File: src/rtl/hazard_ctrl_pkg.sv
// Shared types and defaults for the pipeline hazard controller.
package hazard_ctrl_pkg;

    localparam int unsigned MUL_LAT_DEF = 3;
    localparam int unsigned DIV_LAT_DEF = 33;

    typedef enum logic {
        RUN = 1'b0,
        MDU = 1'b1
    } mdu_state_t;

    typedef struct packed {
        logic stall;
        logic flush;
    } stage_ctl_t;

    typedef struct packed {
        stage_ctl_t f;
        stage_ctl_t d;
        stage_ctl_t e;
        stage_ctl_t m;
        stage_ctl_t w;
    } hazard_out_t;

    // Load in E writes a register the instruction in D reads (x0 never counts).
    function automatic logic load_use_hit(
        input logic       memread,
        input logic [4:0] rd,
        input logic [4:0] rs1,
        input logic [4:0] rs2
    );
        return memread && (rd != 5'd0) && ((rd == rs1) || (rd == rs2));
    endfunction

endpackage

File: src/rtl/hazard_ctrl_mdu_timer.sv
// MUL/DIV occupancy timer: tracks how long a multi-cycle op keeps E busy.
module hazard_ctrl_mdu_timer
    import hazard_ctrl_pkg::*;
#(
    parameter int unsigned MUL_LAT = MUL_LAT_DEF,
    parameter int unsigned DIV_LAT = DIV_LAT_DEF
) (
    input  logic clk,
    input  logic reset,
    input  logic start,
    input  logic is_div,
    input  logic hold,
    output logic busy
);

    localparam int unsigned MAX_LAT = (MUL_LAT > DIV_LAT) ? MUL_LAT : DIV_LAT;
    localparam int unsigned CNT_W   = $clog2(MAX_LAT + 1);

    localparam logic [CNT_W-1:0] MUL_LOAD = CNT_W'(MUL_LAT - 1);
    localparam logic [CNT_W-1:0] DIV_LOAD = CNT_W'(DIV_LAT - 1);
    localparam logic [CNT_W-1:0] CNT_ONE  = CNT_W'(1);

    mdu_state_t       state, state_n;
    logic [CNT_W-1:0] cnt, cnt_n;
    logic [CNT_W-1:0] load_val;

    assign load_val = is_div ? DIV_LOAD : MUL_LOAD;

    // State and counter register, cleared asynchronously.
    always_ff @(posedge clk or posedge reset) begin
        if (reset) begin
            state <= RUN;
            cnt   <= '0;
        end else begin
            state <= state_n;
            cnt   <= cnt_n;
        end
    end

    // Next state, counter update and busy indication.
    always_comb begin
        state_n = state;
        cnt_n   = cnt;
        busy    = 1'b0;
        case (state)
            RUN: begin
                busy = start && (load_val != '0);
                // An op held in E by a data-memory stall has not really issued yet.
                if (start && !hold) begin
                    cnt_n = load_val;
                    if (load_val != '0) begin
                        state_n = MDU;
                    end
                end
            end
            MDU: begin
                busy = 1'b1;
                if (cnt != '0) begin
                    cnt_n = cnt - CNT_ONE;
                end
                if (cnt == CNT_ONE) begin
                    state_n = RUN;
                end
            end
            default: begin
                state_n = RUN;
                cnt_n   = '0;
            end
        endcase
    end

endmodule

File: src/rtl/hazard_ctrl.sv
// Central pipeline controller: per-stage stall/flush from hazards and wait states.
module hazard_ctrl
    import hazard_ctrl_pkg::*;
#(
    parameter int unsigned MUL_LAT = MUL_LAT_DEF,
    parameter int unsigned DIV_LAT = DIV_LAT_DEF
) (
    input  logic       clk,
    input  logic       reset,
    input  logic [4:0] rs1_D,
    input  logic [4:0] rs2_D,
    input  logic [4:0] rd_E,
    input  logic       memread_E,
    input  logic       branch_taken_E,
    input  logic       mdu_start_E,
    input  logic       mdu_is_div_E,
    input  logic       ibus_wait,
    input  logic       dbus_wait,
    output logic       stall_F,
    output logic       stall_D,
    output logic       stall_E,
    output logic       stall_M,
    output logic       stall_W,
    output logic       reset_D,
    output logic       reset_E,
    output logic       reset_M,
    output logic       reset_W,
    output logic       mdu_busy
);

    hazard_out_t hz;
    logic        kill_pending;
    logic        redirect;
    logic        load_use;

    hazard_ctrl_mdu_timer #(
        .MUL_LAT(MUL_LAT),
        .DIV_LAT(DIV_LAT)
    ) u_mdu_timer (
        .clk   (clk),
        .reset (reset),
        .start (mdu_start_E),
        .is_div(mdu_is_div_E),
        .hold  (dbus_wait),
        .busy  (mdu_busy)
    );

    assign load_use = load_use_hit(memread_E, rd_E, rs1_D, rs2_D);
    // A redirect only takes effect when E is free to move on.
    assign redirect = branch_taken_E && !dbus_wait && !mdu_busy;

    // Wrong-path fetch tracking across instruction-bus wait states.
    always_ff @(posedge clk or posedge reset) begin
        if (reset) begin
            kill_pending <= 1'b0;
        end else if (redirect && (ibus_wait || kill_pending)) begin
            kill_pending <= 1'b1;
        end else if (!ibus_wait) begin
            kill_pending <= 1'b0;
        end
    end

    // Priority stall/flush pattern, oldest source first.
    always_comb begin
        hz = '0;
        if (dbus_wait) begin
            hz.f.stall = 1'b1;
            hz.d.stall = 1'b1;
            hz.e.stall = 1'b1;
            hz.m.stall = 1'b1;
            hz.w.flush = 1'b1;
        end else if (mdu_busy) begin
            hz.f.stall = 1'b1;
            hz.d.stall = 1'b1;
            hz.e.stall = 1'b1;
            hz.m.flush = 1'b1;
        end else if (redirect) begin
            // Redirect overrides load-use and fetch stalls: D is wrong-path, PC takes the target.
            hz.d.flush = 1'b1;
            hz.e.flush = 1'b1;
        end else if (load_use) begin
            hz.f.stall = 1'b1;
            hz.d.stall = 1'b1;
            hz.e.flush = 1'b1;
        end else if (ibus_wait || kill_pending) begin
            hz.f.stall = 1'b1;
            hz.d.flush = 1'b1;
        end
    end

    assign stall_F = hz.f.stall;
    assign stall_D = hz.d.stall;
    assign stall_E = hz.e.stall;
    assign stall_M = hz.m.stall;
    assign stall_W = hz.w.stall;
    assign reset_D = hz.d.flush;
    assign reset_E = hz.e.flush;
    assign reset_M = hz.m.flush;
    assign reset_W = hz.w.flush;

endmodule

File: config.mk
export PLATFORM = sky130hd
export DESIGN_NAME = hazard_ctrl
export DESIGN_NICKNAME = d
export VERILOG_FILES = /design/src/rtl/hazard_ctrl_pkg.sv /design/src/rtl/hazard_ctrl_mdu_timer.sv /design/src/rtl/hazard_ctrl.sv
export SDC_FILE = /design/constraint.sdc
export NUM_CORES = 1
export LEC_CHECK = 0
export BUFFER_PORTS_ARGS = -buffer_cell sky130_fd_sc_hd__buf_2
export CAP_MARGIN = 10
export CELL_PAD_IN_SITES_DETAIL_PLACEMENT = 1
export CELL_PAD_IN_SITES_GLOBAL_PLACEMENT = 1
export CORE_ASPECT_RATIO = 0.9
export CORE_MARGIN = 3
export CORE_UTILIZATION = 35
export CTS_CLUSTER_DIAMETER = 50
export DETAILED_ROUTE_END_ITERATION = 8
export PLACE_DENSITY = 0.92
export SETUP_SLACK_MARGIN = 0.02
export SYNTH_ARGS = -nofsm -noshare
export SYNTH_HDL_FRONTEND = slang
export SYNTH_HIERARCHICAL = 1
export SYNTH_SLANG_ARGS = --single-unit
File: constraint.sdc
create_clock -name clk -period 2.3 [get_ports clk]
set_input_delay 0.345 -clock clk [delete_from_list [all_inputs] [get_ports clk]]
set_output_delay 0.345 -clock clk [all_outputs]
set_load 0.01 [all_outputs]
==> metrics.txt, run 1 <==
Setup violations, final=0; Synth top area share=27.5%; hold path cells=3; Levels on crit path=5; status=completed; final hold vios=0; die width=54.1 µm; drt first pass iters=4; pwr/cell area=824 nW/µm²; worst-path fanout max=3; Final HPWL DP=1690 µm; Max-slew headroom=62.5%; wire length per cell=15.2 µm; minimum clock period=1.99 ns; WP data arrival=1.65 ns; Slew @ Worst Pin=0.555 ns; max-slew violations=0; Worst Hold Class=input port to flip-flop; post-route core utilization=47.9%; vias in the first global route=797; gpl congestion=0.770; predominant post-synthesis flop cell=dfrtp_1; antenna-violating nets left=0; final instance area=936 µm²; RSZ-0062 raised after global routing=no; async set-reset flop share out of synthesis=100%; Top delay family on crit path=simple AND/OR/NAND/NOR gates; placed cell areas=903 µm²; Worst path slowest cell=dfrtp_1; clock skew=0.00658 ns; # IOs=33; Setup crit end kind=output port; Post-Syn Area=728 µm²; YS warnings=6; Yosys cell types=36; CTS tree=built; Layout Nets=147; Die Area=2660 µm²; Critical Path, Cell by Cell=or2_2 > nor2_1 > inv_1 > o31ai_1 > buf_2; chip height=49.3 µm; VDD IR-drop max=0.519 mV; Req. time, crit path=1.96 ns; via count=788; detailed-route DRC error count=0; largest net degree at the start of global routing=13; Area growth syn-to-layout=28.5%; crit path buf inv count=2; Std-Cell Rows=15; Max Cap Violations=0; H-tree Lvls=1; cell count after synthesis=86; initial antenna violation count=0; DR vias/cell=5.47; first-pass GRT wire length=3550 µm; Crit Path Class=flip-flop to output port; CTS resizes=0; average size of a mapped cell=8.47 µm²; Worst path max stage delay=0.40 ns; GR Util All Layers=18.5%; CTS root buffer=clkbuf_4; Hold Slack=0.323 ns; Skew-Pair Late Insertion Delay=0.26 ns; synthesized flop and latch total=8; Reg2Reg Depth=5; Final Cycle Share=86.6%; ranking of synthesized cells by area=dfrtp_1 (27%), xor2_1 (12%), ha_1 (5.2%); Num CTS Buffers=3; synthesized net count=112; # diodes=0; Post-synth EDFFs=0; fraction of layout cells with a size suffix above 1=34.5%; TNS Setup=0 ns; Power Total=771 µW; clk slew on worst S/H paths=0.06 ns; area leader, netlist=dfrtp_1; Max Root-Sink Buffers=2; initial core utilization=37.3%; Starting DRT DRC Count=3; sequential share of the synthesized area=27.5%; GR Overflow Total=0; IO Port Bufs=31; CTS Sinks=8; final WL=2190 µm; Core Area=1950 µm²; startpoint types=flip-flop; Peak Freq=502 MHz; Pleak=0.000450 µW
what timing repair did:
action	in CTS	in global routing
hold buffers	1	0
hold endpoints to repair	1	0
setup buffers	0	0
per-layer routing:
layer  up-vias  global-route usage, %  routed length (µm)  share of wire [%]
li1        376                      -                   -                  -
met1       383                   22.8                 974                 45
met2        21                   30.2                1090                 50
met3         8                   1.22                  55                2.5
met4         0                   11.2                  68                3.1
met5         -                      0                   0                  0
power by group:
part / internal, µW / switching [µW] / total [µW]
clock network: 60.1 / 53.4 / 114
registers: 200 / 72.0 / 272
logic: 186 / 199 / 386
state kept, by name, summed over array words and instances (netlist names):
name,cells
u_mdu_timer/state,1
kill_pending,1
u_mdu_timer/cnt,6
area by class of cell:
class / instances / area [µm²]
fill: 264 / 1020
multi-input combinational: 68 / 479
sequential: 8 / 200
timing repair buffer: 34 / 180
tap: 25 / 31.3
clock buffer: 3 / 22.5
inverter: 6 / 22.5
cell usage in the layout (no fill, tap or decap), types with 2 or more instances in the layout:
master	n
nor2b_1	4
inv_1	6
buf_2	31
buf_4	2
clkbuf_4	3
o21ai_0	2
xor2_1	10
dfrtp_1	8
o2bb2ai_1	2
nor4b_1	2
o211ai_1	2
nor3_1	4
a31oi_1	2
nand2_1	4
o31ai_1	2
or2_2	2
and3_1	2
nor2_1	8
a22oi_1	2
ha_1	3
Yosys cell counts (all sizes together) (3+ instances only):
cell    n
inv     6
ha      3
buf     3
nor3    4
dfrtp   8
nor2    8
nand2   4
xor2   10
nor2b   4
o21ai   3
path summary, 6_finish.rpt:
check                      slack [ns]                  to          startpoint
max in group asynchronous        1.49  u_mdu_timer/cnt[1]               reset
max                              0.31             reset_E   u_mdu_timer/state
min in group asynchronous        0.48        kill_pending               reset
min reg2reg                      0.53        kill_pending        kill_pending
max reg2reg                      0.55  u_mdu_timer/cnt[2]  u_mdu_timer/cnt[0]
min                              0.32  u_mdu_timer/cnt[5]        mdu_is_div_E
through the flow:
step / instances / setup WS [ns]
global route: 144 / 0.262
finish: 144 / 0.307
CTS: 144 / 0.304
detailed placement: 140 / 0.422
global placement: 140 / 0.464
floorplan: 86 / 0.289
tightest hold or removal path: cells and delay by family:
kind,cells,cell delay [ns]
AO/OA/AOI/OAI,1,0.07
buffers and inverters,1,0.09
AND/OR/NAND/NOR,1,0.05
logic make-up (layout without fill, tap and decap cells):
family / after synthesis / count (layout) / synth area share [%]
DFF: 8 / 8 / 27.5
other: 1 / 1 / 0.515
and+or+nand+nor: 34 / 34 / 27.7
buffers and inverters: 10 / 43 / 6.70
adders and majority gates: 3 / 3 / 5.16
AOI/OAI and AO/OA: 20 / 20 / 20.4
xor gates and xnor gates: 10 / 10 / 12.0
No activity file was read; power rests on OpenSTA's default activity.
==> inputs of run 2 (changes only) <==
- ABC_AREA: unset -> 1
- CORE_UTILIZATION: 35 -> 33
- PLACE_DENSITY: 0.92 -> 0.91
==> metrics.txt, run 2 <==
Std-Cell Rows=16 (was 15); CTS resizes=0 (unchanged); R2R setup slack=0.88 ns (was 0.55 ns); GR Util All Layers=16.3% (was 18.5%); predominant post-synthesis flop cell=dfrtp_1 (unchanged); sequential share of power=31.0% (was 35.2%); crit path buf inv count=4 (was 2); chip height=52.7 µm (was 49.3 µm); wire length per cell=11.9 µm (was 15.2 µm); Worst path max stage delay=0.46 ns (was 0.40 ns); synthesized net count=155 (was 112); Setup crit start=u_mdu_timer/state (unchanged); die width=57.9 µm (was 54.1 µm); Num CTS Buffers=3 (unchanged); clk slew on worst S/H paths=0.05 ns (was 0.06 ns); CTS Sinks=8 (unchanged); Synth top area share=25.0% (was 27.5%); status=completed (unchanged); async set-reset flop share out of synthesis=100% (unchanged); Levels on crit path=8 (was 5); Req. time, crit path=1.96 ns (about the same); Setup crit end kind=output port (unchanged); R2R Path End=kill_pending (was u_mdu_timer/cnt[2]); DR vias/cell=4.58 (was 5.47); Reg2Reg Depth=7 (was 5); pwr/cell area=939 nW/µm² (was 824 nW/µm²); cell count after synthesis=129 (was 86); IO Port Bufs=31 (unchanged); CTS root buffer=clkbuf_4 (unchanged); RSZ-0062 raised after global routing=no (unchanged); Worst Hold Class=input port to flip-flop (unchanged); Peak Freq=502 MHz (about the same); Final HPWL DP=1990 µm (was 1690 µm); Max Root-Sink Buffers=2 (unchanged); fill cell count=320 (was 264); Yosys cell types=24 (was 36); WP data arrival=1.65 ns (about the same); RR Startpoint=u_mdu_timer/state (was u_mdu_timer/cnt[0]); worst setup path end=reset_D (was reset_E); Die Area=3050 µm² (was 2660 µm²); max reg flops=6 (unchanged); Placed Instances=184 (was 140); average size of a mapped cell=6.21 µm² (was 8.47 µm²); Starting DRT DRC Count=4 (was 3); area leader, netlist=dfrtp_1 (unchanged); commonest non-fill, non-tap cells in the layout=nand2_1 (40), buf_2 (31), inv_1 (21) (was buf_2 (31), xor2_1 (10), nor2_1 (8), dfrtp_1 (8), inv_1 (6)); Sw Share=50.0% (was 42.1%); Final Cycle Share=86.6% (about the same); gpl congestion=0.846 (was 0.770); Post-Syn Area=801 µm² (was 728 µm²); Cell Count, Final, Fillers Out=188 (was 144); worst-path fanout max=7 (was 3); clock skew=0.00673 ns (was 0.00658 ns); antenna-violating nets left=0 (unchanged); via count=861 (was 788); largest net degree at the start of global routing=8 (was 13); CTS tree=built (unchanged); postcts setup bufs=0 (unchanged); detailed-route DRC error count=0 (unchanged); final hold vios=0 (unchanged); startpoint types=flip-flop (unchanged); minimum clock period=1.99 ns (about the same); YS warnings=6 (unchanged); Sw Pwr=469 µW (was 325 µW); sequential share of the synthesized area=25.0% (was 27.5%); H-tree Lvls=1 (unchanged); VDD IR-drop max=0.538 mV (was 0.519 mV); initial antenna violation count=0 (unchanged); # IOs=33 (unchanged); count leader, synth=nand2_1 (was xor2_1); vias in the first global route=924 (was 797); ranking of synthesized cells by area=dfrtp_1 (25%), nand2_1 (19%), inv_1 (9.8%) (was dfrtp_1 (27%), xor2_1 (12%), ha_1 (5.2%)); Max Cap Violations=0 (unchanged); Layout Nets=189 (was 147); Setup violations, final=0 (unchanged); Crit Path Class=flip-flop to output port (unchanged); FF+latch area=200 µm² (unchanged); Core Area=2240 µm² (was 1950 µm²); area of the multi-input gates=475 µm² (was 479 µm²); final WL=2240 µm (was 2190 µm); Most flops, register=u_mdu_timer/cnt (unchanged); Worst path slowest cell=dfrtp_1 (unchanged); fraction of layout cells with a size suffix above 1=31.1% (was 34.5%); max-slew violations=0 (unchanged); internal power=470 µW (was 446 µW); GR Overflow Total=0 (unchanged); clock group share of total power=11.0% (was 14.7%); synth cell count leaders=nand2_1 (40), inv_1 (21), nor2_1 (13) (was xor2_1 (10), dfrtp_1 (8), nor2_1 (8)); Skew-Pair Late Insertion Delay=0.25 ns (was 0.26 ns); Top delay family on crit path=simple AND/OR/NAND/NOR gates (unchanged); TNS Setup=0 ns (unchanged); # diodes=0 (unchanged); initial core utilization=35.7% (was 37.3%); Post-synth EDFFs=0 (unchanged); Area growth syn-to-layout=24.8% (was 28.5%); most common cell after layout, fill and taps aside=nand2_1 (was buf_2); Critical Path, Cell by Cell=inv_1 > nand2_1 > nor2_1 > inv_2 > nor2_1 > inv_1 > nand2_1 > buf_2 (was or2_2 > nor2_1 > inv_1 > o31ai_1 > buf_2); biggest regs=u_mdu_timer/cnt x6, kill_pending x1, u_mdu_timer/state x1 (unchanged); drt first pass iters=3 (was 4); synthesized flop and latch total=8 (unchanged); Pleak=0.000601 µW (was 0.000450 µW); first-pass GRT wire length=3810 µm (was 3550 µm); Hold Slack=0.370 ns (was 0.323 ns); Comb power frac=58.0% (was 50.1%)
## run 2: cell count changes after synthesis, moves of 5 or more
| cell | delta |
|---|---|
| nor2_1 | +5 |
| inv_1 | +15 |
| xor2_1 | -9 |
| nand3_1 | +9 |
| nand2_1 | +36 |
## run 2: cell type report
type | count | area share, %
multi-input combinational | 92 | 47.6
sequential | 8 | 20.0
timing repair buffer | 32 | 16.5
inverter | 26 | 10.3
tap | 27 | 3.38
clock buffer | 3 | 2.25
## run 2: kinds of logic after synthesis
kind of cell | after synthesis | share of synthesized area, %
simple gates | 74 | 41.7
flops | 8 | 25.0
xor+xnor | 4 | 4.38
compound gates | 10 | 8.13
buf+inv | 29 | 15.6
other cells | 1 | 0.468
fa+ha+maj | 3 | 4.69
## run 2: metrics by stage
step                util [%]  power (µW)  cell area [µm²]  setup WS (ns)
floorplan                  -         666              801          0.699
finish                  44.6         939             1000          0.308
detailed placement      43.1         828              967          0.559
global route            44.6        1040             1000         0.0764
global placement        43.1         785              967          0.640
CTS                     44.6         948             1000          0.288
## run 2: how the worst min path moves through the flow
stage	from	endpoint	slack [ns]	cells after the start
3_5_place_dp	reset	kill_pending	0.20	2
3_3_place_gp	reset	kill_pending	0.19	2
5_1_grt	ibus_wait	kill_pending	0.38	3
6_report	ibus_wait	kill_pending	0.37	3
4_1_cts	ibus_wait	kill_pending	0.37	3
2_1_floorplan	reset	kill_pending	0.07	1
## run 2: power groups by stage
stage / registers (µW) / clock network [µW] / logic [µW]
after floorplan: 268 / 0 / 398
after global placement: 283 / 0 / 502
after detailed placement: 290 / 0 / 538
after CTS: 288 / 110 / 550
after global routing: 302 / 117 / 618
final: 291 / 104 / 544
## run 2: repair_timing
item | CTS | global route
hold endpoints to repair | 1 | 0
hold buffers | 1 | 0
endpoints found under the setup margin | 0 | 0
## run 2: tightest hold or removal path, cell delays in order
cell	delay (ns)
buf_2	0.10
nand2_1	0.05
o21ai_1	0.07
## run 2: metal layers
| metal | wire, µm | vias up | share of wire, % | GRT usage, % |
|---|---|---|---|---|
| met2 | 1190 | 23 | 53 | 30.3 |
| li1 | - | 447 | - | - |
| met5 | 0 | - | 0 | 0 |
| met1 | 944 | 389 | 42 | 18.4 |
| met3 | 95 | 2 | 4.2 | 3.69 |
| met4 | 14 | 0 | 0.62 | 5.41 |
==> inputs of run 3 (changes only) <==
- CORE_UTILIZATION: 33 -> 31
- PLACE_DENSITY: 0.91 -> 0.87
- clock period: 2.3 -> 1.9 ns (I/O delays scaled with it)
==> metrics.txt, run 3 (synthesis results as in run 2) <==
CTS tree=built (unchanged); worst-path fanout max=5 (was 7); Std-Cell Rows=16 (unchanged); Pleak=0.000605 µW (was 0.000601 µW); Final Cycle Share=91.8%; Max Root-Sink Buffers=2 (unchanged); initial antenna violation count=0 (unchanged); Max Cap Violations=0 (unchanged); Num CTS Buffers=3 (unchanged); H-tree Lvls=1 (unchanged); minimum clock period=1.74 ns; max-slew violations=0 (unchanged); IO Port Bufs=31 (unchanged); RR Startpoint=u_mdu_timer/cnt[0] (was u_mdu_timer/state); Cell Count, Final, Fillers Out=189 (was 188); antenna-violating nets left=0 (unchanged); Hold Slack=0.330 ns (was 0.370 ns); Final HPWL DP=1940 µm (was 1990 µm); Worst Hold End=kill_pending (unchanged); detailed-route DRC error count=0 (unchanged); Power Total=1130 µW (was 939 µW); chip height=54.2 µm (was 52.7 µm); # diodes=0 (unchanged); DR vias/cell=4.71 (was 4.58); Starting DRT DRC Count=11 (was 4); VDD IR-drop max=0.709 mV (was 0.538 mV); GR Util All Layers=15.2% (was 16.3%); R2R setup slack=0.58 ns (was 0.88 ns); Setup violations, final=0 (unchanged); R2R Path End=u_mdu_timer/cnt[3] (was kill_pending); gpl congestion=0.780 (was 0.846); CTS Sinks=8 (unchanged); final WL=2190 µm (was 2240 µm); Req. time, crit path=1.62 ns (was 1.96 ns); Worst Hold Class=input port to flip-flop (unchanged); post-route core utilization=44.5% (was 44.6%); Peak Freq=574 MHz; via count=890 (was 861); most common cell after layout, fill and taps aside=nand2_1 (unchanged); Placed Instances=184 (unchanged); Layout Nets=190 (was 189); WP data arrival=1.46 ns (was 1.65 ns); first-pass GRT wire length=3770 µm (was 3810 µm); CTS root buffer=clkbuf_4 (unchanged); Reg2Reg Depth=8 (was 7); RSZ-0062 raised after global routing=no (unchanged); pwr/cell area=1100 nW/µm² (was 939 nW/µm²); largest net degree at the start of global routing=8 (unchanged); clock skew=0.00336 ns (was 0.00673 ns); Die Area=3230 µm² (was 3050 µm²); wire length per cell=11.6 µm (was 11.9 µm); commonest non-fill, non-tap cells in the layout=nand2_1 (40), buf_2 (31), inv_1 (20) (was nand2_1 (40), buf_2 (31), inv_1 (21)); vias in the first global route=942 (was 924); initial core utilization=34.8% (was 35.7%); min-delay src=ibus_wait (unchanged); Area growth syn-to-layout=27.8% (was 24.8%); GR Overflow Total=0 (unchanged); hold path cells=3 (unchanged); status=completed (unchanged); fraction of layout cells with a size suffix above 1=34.6% (was 31.1%); clk slew on worst S/H paths=0.05 ns (about the same); Skew-Pair Late Insertion Delay=0.25 ns (about the same); final hold vios=0 (unchanged); startpoint types=flip-flop (unchanged); drt first pass iters=3 (unchanged); biggest regs=u_mdu_timer/cnt x6, kill_pending x1, u_mdu_timer/state x1 (unchanged); die width=59.6 µm (was 57.9 µm); max reg flops=6 (unchanged); Core Area=2300 µm² (was 2240 µm²); Most flops, register=u_mdu_timer/cnt (unchanged); TNS Setup=0 ns (unchanged); Crit Path Class=flip-flop to output port (unchanged); # IOs=33 (unchanged); Setup crit end kind=output port (unchanged)
==> run 3: worst max-delay path, cell delays in order (launching register included) <==
cell and delay [ns]:
dfrtp_2 0.44, inv_2 0.08, nand2_1 0.08, nor2_2 0.16
inv_2 0.09, nor3_2 0.14, a21oi_2 0.07, buf_2 0.13
==> run 3: what timing repair did <==
item / 4_1_cts / 5_1_grt
pin swaps: 0 / 1
hold buffers: 1 / 0
endpoints found under the setup margin: 2 / 2
gates resized for setup: 2 / 4
buffers inserted: 0 / 1
hold endpoints to repair: 8 / 0
==> run 3: final cells by class <==
| cell class | count | area (µm²) |
|---|---|---|
| Fill cell | 324 | 1280 |
| Tap cell | 27 | 33.8 |
| Clock buffer | 3 | 22.5 |
| Timing Repair Buffer | 33 | 173 |
| Sequential cell | 8 | 201 |
| Multi-Input combinational cell | 92 | 490 |
| Inverter | 26 | 103 |
==> run 3: per-stage QoR <==
step,worst slack (ns),area [µm²]
final,0.157,1020
after detailed placement,0.226,967
after CTS,0.0322,1000
after global placement,0.299,967
after global routing,0.0266,1020
after floorplan,0.359,801
==> run 3: per-layer routing <==
metal | GRT usage [%] | vias to the layer above | share of wire, %
met5 | 0 | - | 0
met2 | 31.3 | 20 | 56
met3 | 3.30 | 0 | 4.7
met1 | 16.4 | 418 | 40
met4 | 1.11 | 0 | 0
li1 | - | 452 | -
==> run 3: power breakdown <==
part | total (µW) | switching [µW] | internal [µW]
sequential | 345 | 97.0 | 248
combinational | 660 | 395 | 265
clock | 124 | 52.6 | 71.9
==> run 3: how the worst max path moves through the flow <==
stage | start | to | slack [ns] | depth (start not counted)
3_3_place_gp | u_mdu_timer/state | reset_D | 0.30 | 8
4_1_cts | u_mdu_timer/state | reset_D | 0.03 | 8
3_5_place_dp | u_mdu_timer/state | reset_D | 0.23 | 8
5_1_grt | u_mdu_timer/state | reset_D | 0.03 | 8
2_1_floorplan | u_mdu_timer/state | reset_D | 0.36 | 7
6_report | u_mdu_timer/state | stall_F | 0.16 | 7
